===== src/rtl/fsk_demod_rx.sv =====
// fsk_demod_rx: FSK bit-window demodulator with preamble hunt and word framing.
// Ports:
//   clk, rst          - clock, asynchronous active-high reset
//   fsk_in            - asynchronous FSK square wave
//   data_out/valid    - last complete payload word (MSB first) and its update pulse
//   bit_out/valid     - last decided bit and its per-window pulse
//   locked            - high while the receiver is framing payload words
//   carrier_lost      - pulse on a window that saw no rising edges
//   period_meas       - clk cycles between the last two rising edges of fsk_in
module fsk_demod_rx #(
  parameter int DATA_W       = 12,
  parameter int CNT_W        = 16,
  parameter int BIT_CYCLES   = 2000,
  parameter int EDGE_THRESH  = 15,
  parameter int PREAMBLE_LEN = 5
) (
  input  logic              clk,
  input  logic              rst,
  input  logic              fsk_in,
  output logic [DATA_W-1:0] data_out,
  output logic              data_valid,
  output logic              bit_out,
  output logic              bit_valid,
  output logic              locked,
  output logic              carrier_lost,
  output logic [CNT_W-1:0]  period_meas
);

  localparam int IDX_W = (DATA_W > 2) ? $clog2(DATA_W) : 1;
  localparam int ZW    = (PREAMBLE_LEN > 0) ? $clog2(PREAMBLE_LEN + 1) : 1;
  localparam logic [CNT_W-1:0] CNT_MAX  = '1;
  localparam logic [CNT_W-1:0] WRAP_VAL = CNT_W'(BIT_CYCLES - 1);
  localparam logic [CNT_W-1:0] THRESH   = CNT_W'(EDGE_THRESH);
  localparam logic [ZW-1:0]    PRE_MIN  = ZW'(PREAMBLE_LEN);
  localparam logic [IDX_W-1:0] LAST_IDX = IDX_W'(DATA_W - 1);

  typedef enum logic [1:0] {IDLE, HUNT, DATA} state_t;

  state_t             state, state_next;
  logic               sync1, sync2, sync3, edge_p;
  logic [CNT_W-1:0]   per_cnt;
  logic [CNT_W-1:0]   win_cnt;
  logic [CNT_W-1:0]   edge_cnt;
  logic [ZW-1:0]      zero_cnt;
  logic [IDX_W-1:0]   idx;
  logic [DATA_W-1:0]  shreg;
  logic               wrap, bit_dec, lost, word_done;
  logic [DATA_W-1:0]  shifted;

  // Two-flop synchroniser plus a delay stage; the edge pulse is registered,
  // giving three cycles from pin to edge_p.
  always_ff @(posedge clk or posedge rst) begin
    if (rst) begin
      sync1  <= 1'b0;
      sync2  <= 1'b0;
      sync3  <= 1'b0;
      edge_p <= 1'b0;
    end else begin
      sync1  <= fsk_in;
      sync2  <= sync1;
      sync3  <= sync2;
      edge_p <= sync2 & ~sync3;
    end
  end

  always_ff @(posedge clk or posedge rst) begin
    if (rst) begin
      per_cnt     <= '0;
      period_meas <= '0;
    end else if (edge_p) begin
      period_meas <= per_cnt;
      per_cnt     <= CNT_W'(1);
    end else if (per_cnt != CNT_MAX) begin
      per_cnt <= per_cnt + 1'b1;
    end
  end

  // State register
  always_ff @(posedge clk or posedge rst) begin
    if (rst) state <= IDLE;
    else     state <= state_next;
  end

  // Next-state logic
  always_comb begin
    state_next = state;
    unique case (state)
      IDLE: if (edge_p) state_next = HUNT;
      HUNT: if (wrap) begin
              if (lost)                             state_next = IDLE;
              else if (bit_dec && zero_cnt >= PRE_MIN) state_next = DATA;
            end
      DATA: if (wrap && lost) state_next = IDLE;
      default: state_next = IDLE;
    endcase
  end

  // Window decision and framing terms
  always_comb begin
    wrap      = (state != IDLE) && (win_cnt == WRAP_VAL);
    bit_dec   = (edge_cnt >= THRESH);
    lost      = (edge_cnt == '0);
    shifted   = {shreg[DATA_W-2:0], bit_dec};
    word_done = wrap && (state == DATA) && !lost && (idx == LAST_IDX);
  end

  always_ff @(posedge clk or posedge rst) begin
    if (rst) begin
      win_cnt      <= '0;
      edge_cnt     <= '0;
      zero_cnt     <= '0;
      idx          <= '0;
      shreg        <= '0;
      data_out     <= '0;
      data_valid   <= 1'b0;
      bit_out      <= 1'b0;
      bit_valid    <= 1'b0;
      carrier_lost <= 1'b0;
      locked       <= 1'b0;
    end else begin
      bit_valid    <= wrap;
      carrier_lost <= wrap && lost;
      data_valid   <= word_done;
      locked       <= (state_next == DATA);
      if (wrap) bit_out <= bit_dec;

      // IDLE holds the timer at 0; the waking edge counts toward the first window.
      // An edge coincident with wrap belongs to the new window.
      if (state == IDLE || wrap) begin
        win_cnt  <= '0;
        edge_cnt <= CNT_W'(edge_p);
      end else begin
        win_cnt <= win_cnt + 1'b1;
        if (edge_p && edge_cnt != CNT_MAX) edge_cnt <= edge_cnt + 1'b1;
      end

      if (state != HUNT) begin
        zero_cnt <= '0;
      end else if (wrap) begin
        if (lost || bit_dec)          zero_cnt <= '0;
        else if (zero_cnt != PRE_MIN) zero_cnt <= zero_cnt + 1'b1;
      end

      if (state != DATA) begin
        idx   <= '0;
        shreg <= '0;
      end else if (wrap) begin
        if (lost) begin
          idx   <= '0;
          shreg <= '0;
        end else begin
          shreg <= shifted;
          idx   <= word_done ? '0 : idx + 1'b1;
          if (word_done) data_out <= shifted;
        end
      end
    end
  end

endmodule


===== config.mk =====
export PLATFORM = sky130hd
export DESIGN_NAME = fsk_demod_rx
export DESIGN_NICKNAME = d
export VERILOG_FILES = /design/src/rtl/fsk_demod_rx.sv
export SDC_FILE = /design/constraint.sdc
export NUM_CORES = 1
export LEC_CHECK = 0
export ABC_AREA = 0
export CORE_ASPECT_RATIO = 0.7
export CORE_MARGIN = 2
export CORE_UTILIZATION = 35
export CTS_CLUSTER_DIAMETER = 120
export DETAILED_ROUTE_END_ITERATION = 6
export HOLD_SLACK_MARGIN = 0.12
export SLEW_MARGIN = 10
export SYNTH_ARGS = -nofsm -noshare
export SYNTH_HDL_FRONTEND = slang
export SYNTH_SLANG_ARGS = --single-unit

===== constraint.sdc =====
create_clock -name clk -period 3.71 [get_ports clk]
set_input_delay 0.742 -clock clk [delete_from_list [all_inputs] [get_ports clk]]
set_output_delay 0.742 -clock clk [all_outputs]
set_load 0.01 [all_outputs]

==> results of run 1 <==
kinds of logic after synthesis:
| group | Yosys count | synth area share |
|---|---|---|
| DFF | 105 | 0.5442 |
| muxes | 30 | 0.07541 |
| adders and majority gates | 7 | 0.01814 |
| buffers and inverters | 28 | 0.02747 |
| and+or+nand+nor | 190 | 0.2104 |
| xor gates and xnor gates | 31 | 0.05623 |
| AOI/OAI and AO/OA | 53 | 0.06815 |
critical path, cell delays in order (launching register included):
cell and delay, ns:
dfrtp_1 0.45, or4_4 0.62, nor4_2 0.16, nand4_1 0.51
or4_1 0.67, a21oi_1 0.16
stage by stage:
stage          instance area (µm²)  std cells  setup slack, ns  power (mW)
2_1_floorplan                 4828        444           0.2075       1.641
3_3_place_gp                  5379        654            1.208       1.756
3_5_place_dp                  5379        654            1.070       1.772
4_1_cts                       5668        670            1.062       2.705
5_1_grt                       5668        670           0.9212       2.821
6_report                      5668        670            1.066       2.664
placed cells by master (no fill, tap or decap), types with 4 or more instances in the layout:
master             n
dfrtp_1          105
nor2_1            61
clkdlybuf4s50_1   35
xnor2_1           25
nand2_1           22
nand3_1           20
mux2_2            19
a21oi_1           15
nor3_1            15
o21ai_0           14
nand4_1           13
inv_1             12
a22oi_1           10
or3_1             10
nor4_1             9
clkbuf_16          9
mux2_4             8
ha_1               7
xor2_1             6
nand2b_1           5
and3_1             5
nor4b_1            4
a211oi_1           4
buf_4              4
sequential cells by signal, summed over array words and instances, names as in the netlist, 2 cells and up:
name,flops
shreg,11
edge_cnt,16
idx,4
data_out,12
zero_cnt,3
state,2
period_meas,16
per_cnt,16
win_cnt,16
routing by layer:
layer / up-vias / wire length (µm)
met5: - / 0
met4: 0 / 70
met3: 8 / 267
met2: 45 / 3977
met1: 1694 / 4912
li1: 1652 / -
cell usage after synthesis (all sizes together), types with 10 or more instances:
master | n | area [µm²]
or3 | 10 | 62.56
dfrtp | 105 | 2628
nand2 | 22 | 82.58
mux2 | 27 | 334.1
inv | 13 | 48.80
nor2 | 61 | 229.0
o21ai | 15 | 78.83
nor3 | 15 | 75.07
a22oi | 10 | 75.07
nor4 | 12 | 111.4
nand3 | 21 | 110.1
xnor2 | 25 | 219.0
nand4 | 13 | 81.33
a21oi | 15 | 75.07
worst paths after layout:
kind                            slack [ns]  depth (start not counted)        from         endpoint
worst min register to register        0.35                          0       sync1            sync2
worst min-delay path                  0.35                          0       sync1            sync2
max in group asynchronous             2.16                          3         rst     edge_cnt[12]
worst max register to register        1.07                          5  win_cnt[4]      zero_cnt[1]
min in group asynchronous             0.82                          2         rst  period_meas[12]
worst max-delay path                  1.07                          5  win_cnt[4]      zero_cnt[1]
power breakdown:
group	switching (mW)	internal, mW	total [mW]	leakage, nW
Sequential	0.117	1.25	1.36	1.42
Combinational	0.204	0.185	0.390	0.813
Clock	0.430	0.481	0.910	0.136
layout make-up:
class | count | share of cell area
clock inverter | 6 | 0.008830
inverter | 13 | 0.009051
tap | 185 | 0.04084
multi-input combinational | 311 | 0.3649
sequential | 105 | 0.4636
timing repair buffer | 40 | 0.07064
clock buffer | 10 | 0.04216
==> results.md, run 1 <==
- CP required: between 3 and 4 ns
- Clk root buf: clkbuf_16
- Setup Viol. Count Final: 0
- GRT overflow: 0
- Vias: about 3400
- HPWL after detailed placement: about 6300 µm
- Skew-Pair Late Insertion Delay: 0.34 ns
- CP Class: reg2reg
- Synth cell types: 49
- GRT busiest layer: met1
- Chip Width: 144.4 µm
- First-pass GRT wire length: roughly 16000 µm
- Total track usage: 0.1355
- Share of post-route cells with drive strength above 1: 0.1216
- Clock tree sinks: 105
- Mapped Cells: between 400 and 500
- Unrepaired setup endpoints after global routing: no
- Post-synth ARST share: 1.000
- VDD IR max: around 0.24 mV
- Nets: approximately 500
- Worst slew pin tran: around 0.80 ns
- Num CTS Buffers: 9
- Clock Skews: 0.007547 ns
- Critical Path End Type: flop
- Tmin final: between 2 and 3 ns
- Yosys warns: 0
- Chip height: approximately 100 µm
- Avg Cell Area, Syn: between 10 and 15 µm²
- Residual DRC: 0
- Drt first pass iters: 4
- Post_cts resized: 0
- Port Buffers: 35
- Post-synth net total: about 450
- TritonCTS clock tree: done
- Main synth FF type: dfrtp_1
- Area delta synth->final: 17.39%
- Core area: roughly 13000 µm²
- Multi-input gate area: between 2000 and 2500 µm²
- Seq cells post-synth: between 100 and 150
- P_leak: about 2.4 nW
- Antenna viol nets, final: 0
- Fin crit share: 0.7125
- Hold Crit Class: reg2reg
- Hold buffers post-CTS: 0
- Number of max-cap violations: 0
- Count of final hold-check violations: 0
- Antenna diodes: 0
- WL/cell: 13.77 µm
- Filler cells: approximately 1300
- Global routing usage on met2: 0.1994
- Vias in the first global route: ~3200
- Crit path DAT: just under 3 ns
- Status: finished, final reports clean
- Pwr dens: 470.0 nW/µm²
- Sequential share of the synthesized area: 0.5442
- GRT met1 Usage: 0.2004
- Final Hold Slack: between 0.3 and 0.4 ns
- Num rows: 35
- Number of flops mapped to enable cells by yosys: 0
- Crit-path max FO: 13
- Total die area: 14770 µm²
- Mapped Area: 4828 µm²
- Setup Fix Bufs, Post-CTS: 0
- Sum Neg Setup Slack: 0 ns
- Utilization after layout: 0.4258
- DR vias/cell: between 5 and 6
- Register area: ~2600 µm²
- CP startpoint kind: flop
- Clock-pin slew on the worst setup and hold paths: 0.07 ns
- Initial antenna violation count: 0
- Clk buf depth: 2
- Initial core utilization: 0.3627
- Routing usage on met3: 0.03561
- Final Max Tran Viols: 0
- Routed wire length: around 9200 µm
- IO Pins: 36
- H-tree levels: 3
- DR iter-0 viols: approximately 170
- GP Congestion: approximately 0.85
- Max-Slew Margin vs Limit: 0.4641
- Max Clk Rate: between 300 and 400 MHz
- Pin count of the biggest net entering global routing: between 60 and 70
(Power assumes the default switching activity.)
==> run 2: changes to the inputs <==
Clock period 3.71 ns to 2.25 ns, I/O delays scaled along.
==> run 2 against run 1 <==
Net effect:
- critical path type unchanged
- core utilization grew 1.9 points
- critical endpoint is now edge_cnt[0]
- worst setup slack worse by 0.92 ns
- die area did not move
- first-iteration DRC count is 70% higher
- critical path depth up 1
- clock skew is 0.0019 ns lower
- cell count increased by 3.1%
==> results.md, run 2 (synthesis results as in run 1) <==
- HPWL after detailed placement: about 6600 µm
- Filler cells: 1246
- Worst path cell trace: or4_4, or4_4, o21ai_4, buf_12, nand2_1, o211ai_1
- Critical Path End Type: flop
- Top cell by count, worst path: or4_4
- IO Pins: 36
- Vias: between 3000 and 4000
- DR iter-0 viols: roughly 300
- CP max-delay cell: or4_4
- Number of max-cap violations: 0
- Unrepaired setup endpoints after global routing: no
- Global routing usage on met2: 0.2071
- Initial antenna violation count: 0
- Final Hold Slack: approximately 0.36 ns
- DR vias/cell: between 5 and 6
- GRT busiest layer: met2
- Num rows: 35
- GRT overflow: 0
- Clock-pin slew on the worst setup and hold paths: 0.07 ns
- GRT met1 Usage: 0.1999
- Worst slew pin tran: 0.4713 ns
- Max-Slew Margin vs Limit: 0.6831
- Core area: 13310 µm²
- Total track usage: 0.1418
- Fin crit share: 0.9358
- Nets: 512
- Residual DRC: 0
- Routing usage on met3: 0.04077
- Clock tree sinks: approximately 110
- Tmin final: roughly 2.1 ns
- Antenna viol nets, final: 0
- Clock Skews: around 0.0056 ns
- P_leak: 2.504 nW
- Clk buf depth: 2
- CP peak stage delay: 0.59 ns
- Vias in the first global route: between 3000 and 4000
- CP startpoint kind: flop
- Final WS setup: between 0.1 and 0.15 ns
- Pre-CTS setup slack: 0.07519 ns
- TritonCTS clock tree: done
- Hold buffers post-CTS: 0
- First-pass GRT wire length: roughly 16000 µm
- Share of post-route cells with drive strength above 1: 0.1640
- Most frequent cells in the layout: dfrtp_1 (105), nor2_1 (61), clkdlybuf4s50_1 (35)
- Pwr dens: 786.0 nW/µm²
- Setup Viol. Count Final: 0
- Clk root buf: clkbuf_16
- Total die area: approximately 15000 µm²
- Antenna diodes: 0
- CP required: between 2 and 3 ns
- Port Buffers: 35
- Drt first pass iters: 4
- Chip height: approximately 100 µm
- WL/cell: 13.81 µm
- Final Max Tran Viols: 0
- H-tree levels: 3
- CP Class: reg2reg
- Skew-Pair Late Insertion Delay: ~0.35 ns
- Chip Width: roughly 140 µm
- Pin count of the biggest net entering global routing: between 50 and 60
- Crit-path max FO: 16
- Hold Crit Class: reg2reg
- Count of final hold-check violations: 0
- Initial core utilization: 0.3627
- Max Clk Rate: about 470 MHz
- Status: finished, final reports clean
- Most common cell after layout, fill and taps aside: dfrtp_1
- Sum Neg Setup Slack: 0 ns
- Crit path DAT: between 2 and 2.5 ns
- GP Congestion: 0.7851
- Area delta synth->final: 22.67%
- Num CTS Buffers: 9
- VDD IR max: between 0.3 and 0.4 mV
- Routed wire length: around 9500 µm
[run 2: changes by cell type in the layout (fill, tap and decap cells not counted), moves of 2 or more]
| cell | before | now |
|---|---|---|
| buf_4 | 4 | 23 |
| buf_12 | 1 | 4 |
| bufinv_16 | 0 | 2 |
| inv_6 | 2 | 0 |
[run 2: worst max-delay path: cells and delay by family (launching register included)]
family	cells	cell delay, ns
flops	1	0.38
buf+inv	1	0.19
simple gates	3	1.22
compound gates	2	0.23
[run 2: repair_timing]
item,in CTS,in global routing
endpoints found under the setup margin,0,36
buffers inserted,0,1
endpoints found under the hold margin,0,0
resized for setup,0,4
[run 2: power breakdown]
part	internal, mW	leakage (nW)	switching [mW]	total (mW)
registers	2.06	1.42	0.164	2.22
clock network	0.976	0.153	0.698	1.67
logic	0.378	0.931	0.383	0.761
total	3.41	2.50	1.25	4.66
[run 2: stage by stage]
step	power [mW]	util	instances	area [µm²]
3_3_place_gp	2.977	0.4188	675	5575
5_1_grt	4.926	0.4449	691	5923
4_1_cts	4.708	0.4427	690	5893
6_report	4.656	0.4449	691	5923
2_1_floorplan	2.707	-	444	4832
3_5_place_dp	3.009	0.4188	675	5575
[run 2: layout make-up]
cell class	instances	area, µm²	share of cell area
clock buffer	9	225.2	0.03802
clock inverter	6	92.59	0.01563
inverter	13	52.55	0.008872
multi-input combinational	311	2091	0.3530
sequential	105	2628	0.4436
tap	185	231.5	0.03908
timing repair buffer	62	603.1	0.1018
[run 2: metal layers]
metal	wire [µm]	vias up
li1	-	1692
met4	101	0
met2	4135	59
met5	0	-
met3	360	7
met1	4948	1730
[run 2: worst paths after layout]
check                            from              end  cells past startpoint  slack (ns)
setup / recovery           win_cnt[4]      edge_cnt[0]                      6        0.14
hold / removal                  sync1            sync2                      0        0.36
setup reg to reg           win_cnt[4]      edge_cnt[0]                      6        0.14
hold reg to reg                 sync1            sync2                      0        0.36
max in group asynchronous         rst      edge_cnt[0]                      3        1.42
min in group asynchronous         rst  period_meas[13]                      3        0.55
==> run 3: changes to the inputs <==
--- a/config.mk
+++ b/config.mk
@@ -8,2 +8,3 @@
 export ABC_AREA = 0
+export CAP_MARGIN = 15
 export CORE_ASPECT_RATIO = 0.7
--- a/constraint.sdc
+++ b/constraint.sdc
@@ -3,2 +3,2 @@
 set_output_delay 0.45 -clock clk [all_outputs]
-set_load 0.01 [all_outputs]
+set_load 0.05 [all_outputs]
==> results of run 3 <==
Same layout as run 2 (identical final DEF). Status: finished, final reports clean.
Main changes from that run: total power 4.656 mW -> 4.761 mW; worst IR drop on VDD 0.3414 mV -> 0.3476 mV
